File: src/rtl/hsv_pkg.sv
// Shared types and constants for the RGB->HSV flow controller.
// Contents:
//   HSV_LATENCY - number of registered datapath stages (s1..s8)
//   HSV_CNT_W   - default width of the in-flight and per-frame counters
//   state_t     - controller FSM states
//   sb_t        - per-stage sideband flags carried alongside each pixel
package hsv_pkg;

    localparam int unsigned HSV_LATENCY = 8;
    localparam int unsigned HSV_CNT_W   = 20;

    typedef enum logic [1:0] {
        IDLE  = 2'd0,
        RUN   = 2'd1,
        DRAIN = 2'd2
    } state_t;

    typedef struct packed {
        logic vld;
        logic sof;
        logic eof;
    } sb_t;

endpackage

File: src/rtl/hsv_sb_delay.sv
// Sideband delay line: LATENCY-deep shift register of sb_t with a common enable,
// matching the stage registers of the HSV datapath one for one.
// Ports:
//   clk   - clock, rising edge
//   rst_n - synchronous active-low reset, clears every stage
//   en    - shift enable (the global pipe_en)
//   d     - sideband entering stage 0
//   q     - sideband leaving stage LATENCY-1
module hsv_sb_delay
    import hsv_pkg::*;
#(
    parameter int unsigned LATENCY = HSV_LATENCY
) (
    input  logic clk,
    input  logic rst_n,
    input  logic en,
    input  sb_t  d,
    output sb_t  q
);

    sb_t [LATENCY-1:0] sr_q;

    always_ff @(posedge clk) begin
        if (!rst_n) begin
            sr_q <= '0;
        end else if (en) begin
            sr_q <= {sr_q[LATENCY-2:0], d};
        end
    end

    assign q = sr_q[LATENCY-1];

endmodule

File: src/rtl/hsv_pipe_ctrl.sv
// Flow controller for the 8-stage RGB->HSV datapath. Drives a single global
// stage enable, carries valid/sof/eof alongside the pixel, stalls the whole
// pipe on downstream backpressure and sequences frame drain / completion.
// Optional build macro: HSV_CTRL_PERF_EN adds stall_cnt and pix_cnt outputs.
// Ports:
//   clk, rst_n           - clock, synchronous active-low reset
//   in_valid/in_ready    - source handshake; in_sof/in_eof frame markers
//   pipe_en              - datapath stage enable
//   out_valid/out_ready  - sink handshake; out_sof/out_eof aligned markers
//   busy                 - controller not idle
//   frame_done           - one-cycle pulse after an eof pixel leaves
//   frame_pix            - pixel count of the last completed frame
//   stall_cnt, pix_cnt   - (HSV_CTRL_PERF_EN only) stall cycles, output pixels
module hsv_pipe_ctrl
    import hsv_pkg::*;
#(
    parameter int unsigned LATENCY = HSV_LATENCY,
    parameter int unsigned CNT_W   = HSV_CNT_W
) (
    input  logic             clk,
    input  logic             rst_n,
    input  logic             in_valid,
    output logic             in_ready,
    input  logic             in_sof,
    input  logic             in_eof,
    output logic             pipe_en,
    output logic             out_valid,
    input  logic             out_ready,
    output logic             out_sof,
    output logic             out_eof,
    output logic             busy,
    output logic             frame_done,
    output logic [CNT_W-1:0] frame_pix
`ifdef HSV_CTRL_PERF_EN
    ,
    output logic [31:0]      stall_cnt,
    output logic [31:0]      pix_cnt
`endif
);

    state_t           state_q, state_d;
    sb_t              sb_in, sb_out;
    logic             in_xfer, out_xfer;
    logic [CNT_W-1:0] inflight_q, inflight_d;
    logic [CNT_W-1:0] fcnt_q, fcnt_d, fcnt_inc;
    logic [CNT_W-1:0] frame_pix_q, frame_pix_d;
    logic             frame_done_q, frame_done_d;

    // Stall only when the last stage holds a pixel the sink refuses.
    assign pipe_en  = !(sb_out.vld && !out_ready);
    assign in_ready = pipe_en && (state_q != DRAIN);
    assign in_xfer  = in_valid && in_ready;
    assign out_xfer = sb_out.vld && out_ready;

    always_comb begin
        sb_in     = '0;
        sb_in.vld = in_xfer;
        sb_in.sof = in_sof & in_xfer;
        sb_in.eof = in_eof & in_xfer;
    end

    hsv_sb_delay #(
        .LATENCY(LATENCY)
    ) u_sb_delay (
        .clk  (clk),
        .rst_n(rst_n),
        .en   (pipe_en),
        .d    (sb_in),
        .q    (sb_out)
    );

    assign out_valid  = sb_out.vld;
    assign out_sof    = sb_out.sof;
    assign out_eof    = sb_out.eof;
    assign busy       = (state_q != IDLE);
    assign frame_done = frame_done_q;
    assign frame_pix  = frame_pix_q;

    always_comb begin
        inflight_d = inflight_q;
        case ({in_xfer, out_xfer})
            2'b10:   inflight_d = inflight_q + CNT_W'(1);
            2'b01:   inflight_d = inflight_q - CNT_W'(1);
            default: inflight_d = inflight_q;
        endcase
    end

    always_comb begin
        state_d = state_q;
        unique case (state_q)
            IDLE: begin
                if (in_xfer) state_d = in_eof ? DRAIN : RUN;
            end
            RUN: begin
                if (in_xfer && in_eof) state_d = DRAIN;
            end
            DRAIN: begin
                // Any pixels still behind the departing eof keep us in RUN.
                if (out_xfer && sb_out.eof) begin
                    state_d = (inflight_d == '0) ? IDLE : RUN;
                end
            end
            default: state_d = IDLE;
        endcase
    end

    // A sof pixel restarts the count at 1, so a sof+eof pixel reports 1.
    assign fcnt_inc = sb_out.sof ? CNT_W'(1) : fcnt_q + CNT_W'(1);

    always_comb begin
        fcnt_d       = fcnt_q;
        frame_pix_d  = frame_pix_q;
        frame_done_d = 1'b0;
        if (out_xfer) begin
            if (sb_out.eof) begin
                frame_pix_d  = fcnt_inc;
                fcnt_d       = '0;
                frame_done_d = 1'b1;
            end else begin
                fcnt_d = fcnt_inc;
            end
        end
    end

    always_ff @(posedge clk) begin
        if (!rst_n) begin
            state_q      <= IDLE;
            inflight_q   <= '0;
            fcnt_q       <= '0;
            frame_pix_q  <= '0;
            frame_done_q <= 1'b0;
        end else begin
            state_q      <= state_d;
            inflight_q   <= inflight_d;
            fcnt_q       <= fcnt_d;
            frame_pix_q  <= frame_pix_d;
            frame_done_q <= frame_done_d;
        end
    end

`ifdef HSV_CTRL_PERF_EN
    logic [31:0] stall_cnt_q, pix_cnt_q;

    always_ff @(posedge clk) begin
        if (!rst_n) begin
            stall_cnt_q <= '0;
            pix_cnt_q   <= '0;
        end else begin
            if (!pipe_en) stall_cnt_q <= stall_cnt_q + 32'd1;
            if (out_xfer) pix_cnt_q <= pix_cnt_q + 32'd1;
        end
    end

    assign stall_cnt = stall_cnt_q;
    assign pix_cnt   = pix_cnt_q;
`endif

endmodule

File: config.mk
export PLATFORM = sky130hd
export DESIGN_NAME = hsv_pipe_ctrl
export DESIGN_NICKNAME = d
export VERILOG_FILES = /design/src/rtl/hsv_pkg.sv /design/src/rtl/hsv_sb_delay.sv /design/src/rtl/hsv_pipe_ctrl.sv
export SDC_FILE = /design/constraint.sdc
export NUM_CORES = 1
export LEC_CHECK = 0
export ABC_AREA = 1
export CAP_MARGIN = 20
export CORE_MARGIN = 2
export CORE_UTILIZATION = 60
export CTS_CLUSTER_DIAMETER = 80
export DETAILED_ROUTE_END_ITERATION = 10
export DONT_BUFFER_PORTS = 1
export GPL_TIMING_DRIVEN = 0
export HOLD_SLACK_MARGIN = 0.03
export PLACE_DENSITY = 0.76
export REMOVE_ABC_BUFFERS = 1
export SYNTH_ARGS = -nofsm -noshare
export SYNTH_HDL_FRONTEND = slang
export SYNTH_SLANG_ARGS = --single-unit
File: constraint.sdc
create_clock -name clk -period 7.49 [get_ports clk]
set_clock_uncertainty 0.15 [all_clocks]
set_input_delay 1.1235 -clock clk [delete_from_list [all_inputs] [get_ports clk]]
set_output_delay 1.1235 -clock clk [all_outputs]
set_load 0.05 [all_outputs]
Yosys cells after proc, flatten, opt, wreduce, memory -nomap -nowiden
Cells that the tools add are included.
{ "word_totals": {"reg_bits": 87, "out_inout_bits": 27, "word_cells": 66} }
{ "classes": {"addsub": 3, "eq_ne": 8, "muxes": 10, "bitwise_logic": 2, "reduce_logical": 14} }
{ "op_table": {"columns": ["operator", "n"], "rows": [
  ["20-bit by 1-bit adder with 20-bit output (second input constant)", 2],
  ["20-bit 2-to-1 mux", 2],
  ["20-bit case mux with 2 select lines", 1],
  ["20-bit zero test", 1],
  ["20-bit by 1-bit subtractor with 20-bit output (second input constant)", 1],
  ["2-bit 2-to-1 mux", 4],
  ["2-bit != test (second input constant)", 4],
  ["1-bit logical AND", 6],
  ["2-bit case mux with 3 select lines", 1],
  ["2-bit by 1-bit == test with 1-bit output (second input constant)", 2],
  ["2-bit == test (second input constant)", 2],
  ["2-bit AND reduction", 2],
  ["3-bit AND reduction", 1],
  ["1-bit AND", 2],
  ["1-bit zero test", 2],
  ["2-bit zero test", 1],
  ["1-bit 2-to-1 mux", 2],
  ["2-bit nonzero test", 1]
]} }

Logic depth before layout (Yosys ltp)
Gate-level depths: netlist of run 1.
{ "logic_depth": {"ltp_word": 11, "ltp_mapped": 28} }

Cells and area by module
Synthesis of run 1 repeated with hierarchy kept, for this count alone.
{ "hier_totals": {"cells_unflattened": 906, "hier_area_um2": 5308.8} }
{ "by_module_without_submodules": {"columns": ["mod", "instances", "cells_each", "area_each_um2", "seq_area_each_um2"], "rows": [
  ["hsv_pipe_ctrl", 1, 752, 4305.4, 1261.2],
  ["hsv_sb_delay", 1, 154, 1003.5, 480.5]
]} }

Least setup slack after synthesis of run 1
Ideal clock, no wire load.
{ "synth_path": {"path_type": "in2reg", "startpoint": "in out_ready", "endpoint": "reg state_q[0]", "arrival_time_ns": 3.790, "slack_ns": 3.431, "path_stages": 25, "path_buffers": 1, "path_cell_list": "nor2_1 -> inv_1 -> o21ai_0 -> inv_1 -> nand2_1 -> ha_1 -> buf_6 -> nor2_1 -> nor2_2 -> ha_1 -> inv_1 -> nand2_1 -> nand3_1 -> nand2_1 -> nand2_1 -> nand2_1 -> nand2_1 -> nand3_1 -> nand2_1 -> o21ai_2 -> nand3_1 -> nor2_1 -> nand2_1 -> nand2_1 -> a21oi_1"} }
{ "synth_via": {"elab_chain_len": 11} }
{ "synth_lines": {"columns": ["element", "line", "rtl"], "rows": [
  ["start, declared", "hsv_pipe_ctrl.sv:28", "input logic out_ready,"],
  ["1-bit zero test (*)", "hsv_pipe_ctrl.sv:50", "assign pipe_en = !(sb_out.vld && !out_ready);"],
  ["1-bit logical AND (*)", "hsv_pipe_ctrl.sv:50", null],
  ["1-bit zero test (*)", "hsv_pipe_ctrl.sv:50", null],
  ["1-bit logical AND (*)", "hsv_pipe_ctrl.sv:51", "assign in_ready = pipe_en && (state_q != DRAIN);"],
  ["named net in_ready", "hsv_pipe_ctrl.sv:23", "output logic in_ready,"],
  ["1-bit logical AND (*)", "hsv_pipe_ctrl.sv:52", "assign in_xfer = in_valid && in_ready;"],
  ["2-bit by 1-bit == test with 1-bit output or 2-bit == test (tied branches)", "hsv_pipe_ctrl.sv:81", "case ({in_xfer, out_xfer})"],
  ["20-bit case mux with 2 select lines", "hsv_pipe_ctrl.sv:81", null],
  ["20-bit zero test", "hsv_pipe_ctrl.sv:100", "state_d = (inflight_d == '0) ? IDLE : RUN;"],
  ["1-bit 2-to-1 mux", "hsv_pipe_ctrl.sv:100", null],
  ["2-bit 2-to-1 mux", "hsv_pipe_ctrl.sv:99", "if (out_xfer && sb_out.eof) begin"],
  ["2-bit case mux with 3 select lines", "hsv_pipe_ctrl.sv:90", "unique case (state_q)"],
  ["end signal, assigned", "hsv_pipe_ctrl.sv:133", "state_q <= state_d;"],
  ["end, declared", "hsv_pipe_ctrl.sv:41", "state_t state_q, state_d;"]
]} }
The timed path passes the listed nets; every way through them passes the cells marked *. The select of a mux whose other input is x is not followed.
A chain may end at the register's enable or synchronous reset.

Worst setup path in the final report of run 1
{ "layout_path": {"startpoint": "reg u_sb_delay.sr_q, in the netlist u_sb_delay.q[2]", "endpoint": "reg state_q[0]"} }
{ "layout_via": {"elab_chain_len": 10} }
{ "layout_lines": {"columns": ["element", "line", "rtl"], "rows": [
  ["start, declared", "hsv_sb_delay.sv:21", "sb_t [LATENCY-1:0] sr_q;"],
  ["start signal, assigned", "hsv_sb_delay.sv:27", "sr_q <= {sr_q[LATENCY-2:0], d};"],
  ["1-bit logical AND (*)", "hsv_pipe_ctrl.sv:50", null],
  ["1-bit zero test (*)", "hsv_pipe_ctrl.sv:50", null],
  ["named net pipe_en", "hsv_pipe_ctrl.sv:26", "output logic pipe_en,"],
  ["1-bit logical AND (*)", "hsv_pipe_ctrl.sv:51", null],
  ["named net in_ready", "hsv_pipe_ctrl.sv:23", null],
  ["1-bit logical AND (*)", "hsv_pipe_ctrl.sv:52", null],
  ["2-bit by 1-bit == test with 1-bit output or 2-bit == test (tied branches)", "hsv_pipe_ctrl.sv:81", null],
  ["20-bit case mux with 2 select lines", "hsv_pipe_ctrl.sv:81", null],
  ["20-bit zero test", "hsv_pipe_ctrl.sv:100", null],
  ["1-bit 2-to-1 mux", "hsv_pipe_ctrl.sv:100", null],
  ["2-bit 2-to-1 mux", "hsv_pipe_ctrl.sv:99", null],
  ["2-bit case mux with 3 select lines", "hsv_pipe_ctrl.sv:90", null]
]} }
Marks and branches as above.

==> results.md, run 1 <==
- Number of buffers added on ports: 0
- Reg power frac: 50.0%
- HP Class: reg -> reg
- Initial Utilization: 61.7%
- Clock transition at path regs: 0.09 ns
- Area of the multi-input gates: 0.00288 mm²
- Detailed Place HPWL: 8.39 mm
- Netlist cell types: 40
- Worst vdd ir: 174 µV
- CTS Buf Count: 9
- Die ar.: 0.00920 mm²
- Critical path origin: u_sb_delay.q[2]
- Worst-case clock buffer depth: 2
- Per-cell routed wire length: 12.9 µm
- Ports: 33
- PwrDens: 189 mW/mm²
- Reg-to-reg startpoint: u_sb_delay.q[2]
- Crit start category: flop
- Slew headroom: 33.5%
- First-pass GRT wire length: 19.5 mm
- Total gr overflow: 0
- Worst-margin pin slew: 0.996 ns
- Largest net degree at the start of global routing: 51
- Area growth syn-to-layout: 4.17%
- CTS root buf: clkbuf_8
- Switching power share of the total: 33.7%
- Antenna viol nets, final: 0
- CTS tree: yes
- Syn Area/Cell: 6.13 µm²
- Synthesized area: 0.00507 mm²
- Register area share after synthesis: 34.3%
- Vias in the first global route: 4379
- Layout cell share with drive strength beyond 1: 7.00%
- Seq. cell area: 0.00174 mm²
- Hold_buf cts: 0
- Post-CTS Setup Inserts: 0
- Multiplexer share of the synthesized area: 0.197%
- Diodes inserted: 0
- Synth Area in Compound Gates: 13.5%
- DRC: 0
- Chip Height: 95.9 µm
- Yosys warns: 0
- Status: finished clean
- Initial DRT Pass Iterations: 5
- Final Setup Violations: 0
- Setup CP Type: reg -> reg
- Ys async rst share: 0%
- Synth Area in Adders: 0.987%
- Internal: 664 µW
- Post-Synth XOR/XNOR Area: 1.38%
- Crit Path Max Fanout: 23
- Vias/cell: 5.40
- Fin crit share: 76.7%
- EDFF count, synth: 0
- P_leak: 0.00240 µW
- Initial antenna violation count: 0
- Number of synthesized register bits: 87
- Final Hold Vio Count: 0
- Layout fillers: 775
- Synth Area in Simple Gates: 40.7%
- RePlAce Congestion: 0.929
- Top cells by area, synth: dfxtp_1 (34%), nand2_1 (19%), nor2_1 (9.8%)
- Cts repair resizes: 0
- Comb pwr share: 18.6%
- Clock Power Share: 31.4%
- Fin. max-slew vios: 0
- Sinks on the clock net: 87
- Max frequency: 0.174 GHz
- Worst endpoint required time: 7.59 ns
- Die X: 95.9 µm
- Post-Syn Instances: 827
- Via count of the routed design: 4961
- Yosys top cell area share: 34.3%
- Core Rows: 33
- HP Start: u_sb_delay.sr_q[1]
- Prevailing post-synth register cell: dfxtp_1
- Sw power: 337 µW
- Core area: 0.00822 mm²
- WL final: 11.8 mm
- DRT iter0 DRCs: 345
- Cell Area, Placed: 0.00510 mm²
- Fin crit period: 5.75 ns
- RSZ-0062 raised after global routing: no
- Register-to-register setup slack: 1.74 ns
- H-tree Lvls: 3
- CP Data Arrival Time: 5.85 ns
- Max Cap Viol: 0
- Worst skew pair latency: 0.36 ns
- Largest area contributor in the netlist: dfxtp_1
- Tot GR Track Use: 26.5%
- Largest family of logic cells by synthesized area: simple AND/OR/NAND/NOR gates
- CP endpoint kind: flop
- Final nets: 819
- Cell area after layout: 0.00528 mm²
- Sum Neg Setup Slack: 0 ns
[cell type report]
class,instances,area share [%]
clock buffer,9,2.34
clock inverter,7,1.18
inverter,78,5.54
multi-input combinational,630,54.6
sequential,87,33.0
tap,105,2.49
timing repair buffer,3,0.876
[stage by stage]
stage               setup WS [ns]  hold slack, ns  cells  power, µW  util [%]
global placement            0.455           0.301    900        689      61.4
CTS                          1.71           0.319    919       1010      64.3
floorplan                    1.68           0.291    795        653         -
detailed placement           1.36           0.304    903        695      62.0
finish                       1.74           0.317    919       1000      64.3
global route                 1.22           0.330    919       1050      64.3
[power by group through the flow]
stage / logic [µW] / registers, µW / clock network, µW
4_1_cts: 185 / 500 / 321
2_1_floorplan: 147 / 506 / 0
5_1_grt: 208 / 504 / 339
6_report: 186 / 501 / 314
3_5_place_dp: 184 / 511 / 0
3_3_place_gp: 179 / 510 / 0
[cells in the final DEF, fill, tap and decap left out, types with 4 or more instances in the layout]
| master | netlist | layout |
|---|---|---|
| nand2_1 | 257 | 257 |
| nor2_1 | 132 | 131 |
| dfxtp_1 | 87 | 87 |
| inv_1 | 74 | 73 |
| a21oi_1 | 67 | 67 |
| nand3_1 | 57 | 57 |
| o21ai_0 | 46 | 46 |
| nor2_2 | 8 | 9 |
| clkbuf_8 | 0 | 9 |
| nand4_1 | 8 | 8 |
| nor3_1 | 7 | 7 |
| nand2_2 | 6 | 6 |
| ha_1 | 4 | 4 |
[Yosys cell counts, types with 3 or more instances]
library cell / instances
or2_2: 3
nor2_4: 3
nor2_1: 132
nand2_1: 257
o21ai_0: 46
inv_1: 74
nor2_2: 8
nand3_2: 3
nand2_2: 6
buf_2: 4
a21oi_1: 67
dfxtp_1: 87
o21bai_1: 3
a21oi_2: 3
ha_1: 4
nand4_1: 8
nand3_1: 57
clkbuf_1: 24
nor3_1: 7
a211oi_1: 3
[registers in the layout, summed over array words and instances, names as in the netlist]
| name | flops |
|---|---|
| frame_done | 1 |
| state_q | 2 |
| inflight_q | 20 |
| u_sb_delay.sr_q | 21 |
| u_sb_delay.q | 3 |
| fcnt_q | 20 |
| frame_pix | 20 |
[worst max-delay path, cell delays in order, from the launching register on]
cell	delay, ns
dfxtp_1	0.68
inv_1	0.08
nor2_1	0.63
buf_6	0.23
inv_1	0.41
o21ai_0	0.26
inv_1	0.26
nand2_1	0.23
ha_1	0.62
buf_16	0.23
nor2_1	0.07
nor2_2	0.16
ha_1	0.16
inv_1	0.04
nand2_1	0.14
nand3_1	0.12
nand2_1	0.13
nand2_1	0.07
nand3_1	0.10
nand3_1	0.11
nor2_1	0.11
nand3_1	0.10
nor2_1	0.16
nand3_1	0.12
nor2_1	0.10
nand2_1	0.05
nand2_1	0.05
a21oi_1	0.05
[kinds of logic (layout without fill, tap and decap cells)]
logic type | after synthesis | count (layout)
AND/OR/NAND/NOR | 491 | 491
AO/OA/AOI/OAI | 129 | 129
buffers and inverters | 110 | 97
flip-flops | 87 | 87
XOR/XNOR | 5 | 5
adder cells (fa/ha/maj) | 4 | 4
multiplexers | 1 | 1
[worst paths after layout]
check                       endpoint  depth (start not counted)
setup / recovery          state_q[0]                         27
hold / removal    u_sb_delay.sr_q[1]                          2
setup reg to reg          state_q[0]                         27
hold reg to reg   u_sb_delay.sr_q[1]                          2
[metal layers]
layer	up-vias	track usage, %	wire, µm
met5	-	0	0
met4	0	8.10	126
met3	12	6.42	717
met2	120	44.6	5560
met1	2229	33.7	5440
li1	2600	-	-
(Power assumes the default switching activity.)
==> run 2: changes to the inputs <==
CORE_UTILIZATION = 58   (was 60)
clock period = 4.7 ns   (was 7.49 ns; I/O delays follow)
==> run 2 against run 1 <==
- wire length grew 6.3%
- critical endpoint unchanged
- cell count grew 1.1%
- clock power grew 60%
- largest power group unchanged
- combinational power grew 67%
- via count grew 3.3%
- die area grew 3.3%
- non-clock buffer count grew 4
- global-route usage shrank 0.052 points
- critical path depth is the same
- flip-flop and latch count is the same
==> results.md, run 2 (synthesis results as in run 1) <==
- Status: finished clean
- Crit start category: flop
- Fin crit period: 4.26 ns
- Hold_buf cts: 0
- Area growth syn-to-layout: 5.87%
- DRT iter0 DRCs: 330
- Crit path largest cell delay: 0.45 ns
- DRC: 0
- Worst-margin pin slew: 1.02 ns
- Worst vdd ir: 310 µV
- Crit Path Max Fanout: 22
- Detailed Place HPWL: 8.51 mm
- RSZ-0062 raised after global routing: no
- CTS Buf Count: 9
- Total gr overflow: 0
- WL final: 12.6 mm
- Worst path slowest cell: dfxtp_4
- H-tree Lvls: 3
- Layout cell share with drive strength beyond 1: 8.89%
- Initial Utilization: 59.0%
- HP Class: in -> reg
- Clock transition at path regs: 0.10 ns
- Final Hold Vio Count: 0
- Largest register FFs: 21
- Initial antenna violation count: 0
- Layout fillers: 838
- Sinks on the clock net: 87
- Vias/cell: 5.51
- First-pass GRT wire length: 20.9 mm
- CTS tree: yes
- Largest net degree at the start of global routing: 51
- CP endpoint kind: flop
- Commonest non-fill, non-tap cell in the layout: nand2_1
- Most frequent cells in the layout: nand2_1 (256), nor2_1 (130), dfxtp_1 (86)
- Setup CP Type: reg -> reg
- Ports: 33
- Final Setup Violations: 0
- Die ar.: 0.00951 mm²
- Fin crit share: 90.6%
- CP Data Arrival Time: 4.37 ns
- Worst skew pair latency: 0.37 ns
- Crit path max-delay family: simple AND/OR/NAND/NOR gates
- Core Rows: 34
- Final cell count without fillers: 929
- RePlAce Congestion: 0.933
- Total power: 1610 µW
- Vias in the first global route: 4700
- Initial DRT Pass Iterations: 7
- Worst-case clock buffer depth: 2
- CTS root buf: clkbuf_8
- Tot GR Track Use: 26.5%
- P_leak: 0.00241 µW
- PwrDens: 300 mW/mm²
- Antenna viol nets, final: 0
- Crit path buf inv count: 6
- Placed Instances: 906
- Biggest register: u_sb_delay.sr_q
- Per-cell routed wire length: 13.5 µm
- Worst endpoint required time: 4.82 ns
- Fin. max-slew vios: 0
- Number of buffers added on ports: 0
- Final nets: 826
- Max frequency: 0.235 GHz
- Diodes inserted: 0
- Via count of the routed design: 5123
- Die X: 97.5 µm
- Slew headroom: 31.9%
- Max Cap Viol: 0
- Core area: 0.00859 mm²
- Chip Height: 97.5 µm
## run 2: area by class of cell
| class | count | area (µm²) | area share [%] |
|---|---|---|---|
| clock buffer | 10 | 128 | 2.38 |
| clock inverter | 6 | 52.6 | 0.979 |
| inverter | 78 | 304 | 5.66 |
| multi-input combinational | 630 | 2910 | 54.3 |
| sequential | 87 | 1750 | 32.5 |
| tap | 108 | 135 | 2.52 |
| timing repair buffer | 7 | 76.3 | 1.42 |
| timing repair inverter | 3 | 15.0 | 0.280 |
## run 2: timing repair
action,4_1_cts,5_1_grt
gates cloned,2,1
gates resized for setup,8,6
setup buffers,0,4
setup endpoints to repair,19,1
pin swaps,0,1
## run 2: worst paths after layout
check / from / to / slack (ns) / cells past startpoint
setup / recovery: u_sb_delay.q[2] / state_q[0] / 0.44 / 27
hold / removal: rst_n / frame_pix[19] / 0.32 / 2
setup reg to reg: u_sb_delay.q[2] / state_q[0] / 0.44 / 27
hold reg to reg: u_sb_delay.sr_q[0] / u_sb_delay.sr_q[0] / 0.32 / 2
## run 2: metrics by stage
stage / setup TNS [ns] / setup WS (ns) / util (%) / area, µm² / hold WS [ns]
4_1_cts: 0 / 0.0255 / 61.9 / 5320 / 0.306
2_1_floorplan: -5.56 / -0.695 / - / 4920 / 0.291
3_5_place_dp: -7.04 / -0.981 / 59.3 / 5100 / 0.305
6_report: 0 / 0.444 / 62.5 / 5370 / 0.316
3_3_place_gp: -30.33 / -2.02 / 58.8 / 5050 / 0.301
5_1_grt: 0 / 0.0224 / 62.5 / 5370 / 0.312
## run 2: power by group
part           switching, µW  internal (µW)
Combinational            221           89.7
Clock                    301            200
Sequential              27.6            769
## run 2: routing by layer
layer,GRT usage (%),share of wire [%],up-vias
met3,4.32,5.1,18
met1,34.5,46,2357
met4,9.83,1.5,0
met2,44.2,47,148
li1,-,-,2600
met5,0,0,-
## run 2: worst reg2reg max path: stages (launching register included)
cell and delay (ns):
dfxtp_4 0.45, inv_1 0.10, nor2_4 0.22, buf_6 0.20, clkinvlp_4 0.33, o21ai_2 0.17
inv_2 0.14, nand2_2 0.15, ha_4 0.17, buf_16 0.16, nor2_1 0.09, nor2_2 0.16
ha_1 0.17, inv_1 0.04, nand2_1 0.17, nand3_1 0.12, nand2_1 0.14, nand2_1 0.07
nand3_1 0.08, nand3_1 0.08, nor2_1 0.13, nand3_1 0.11, nor2_1 0.15, nand3_1 0.10
nor2_1 0.13, nand2_1 0.06, nand2_1 0.06, a21oi_1 0.06
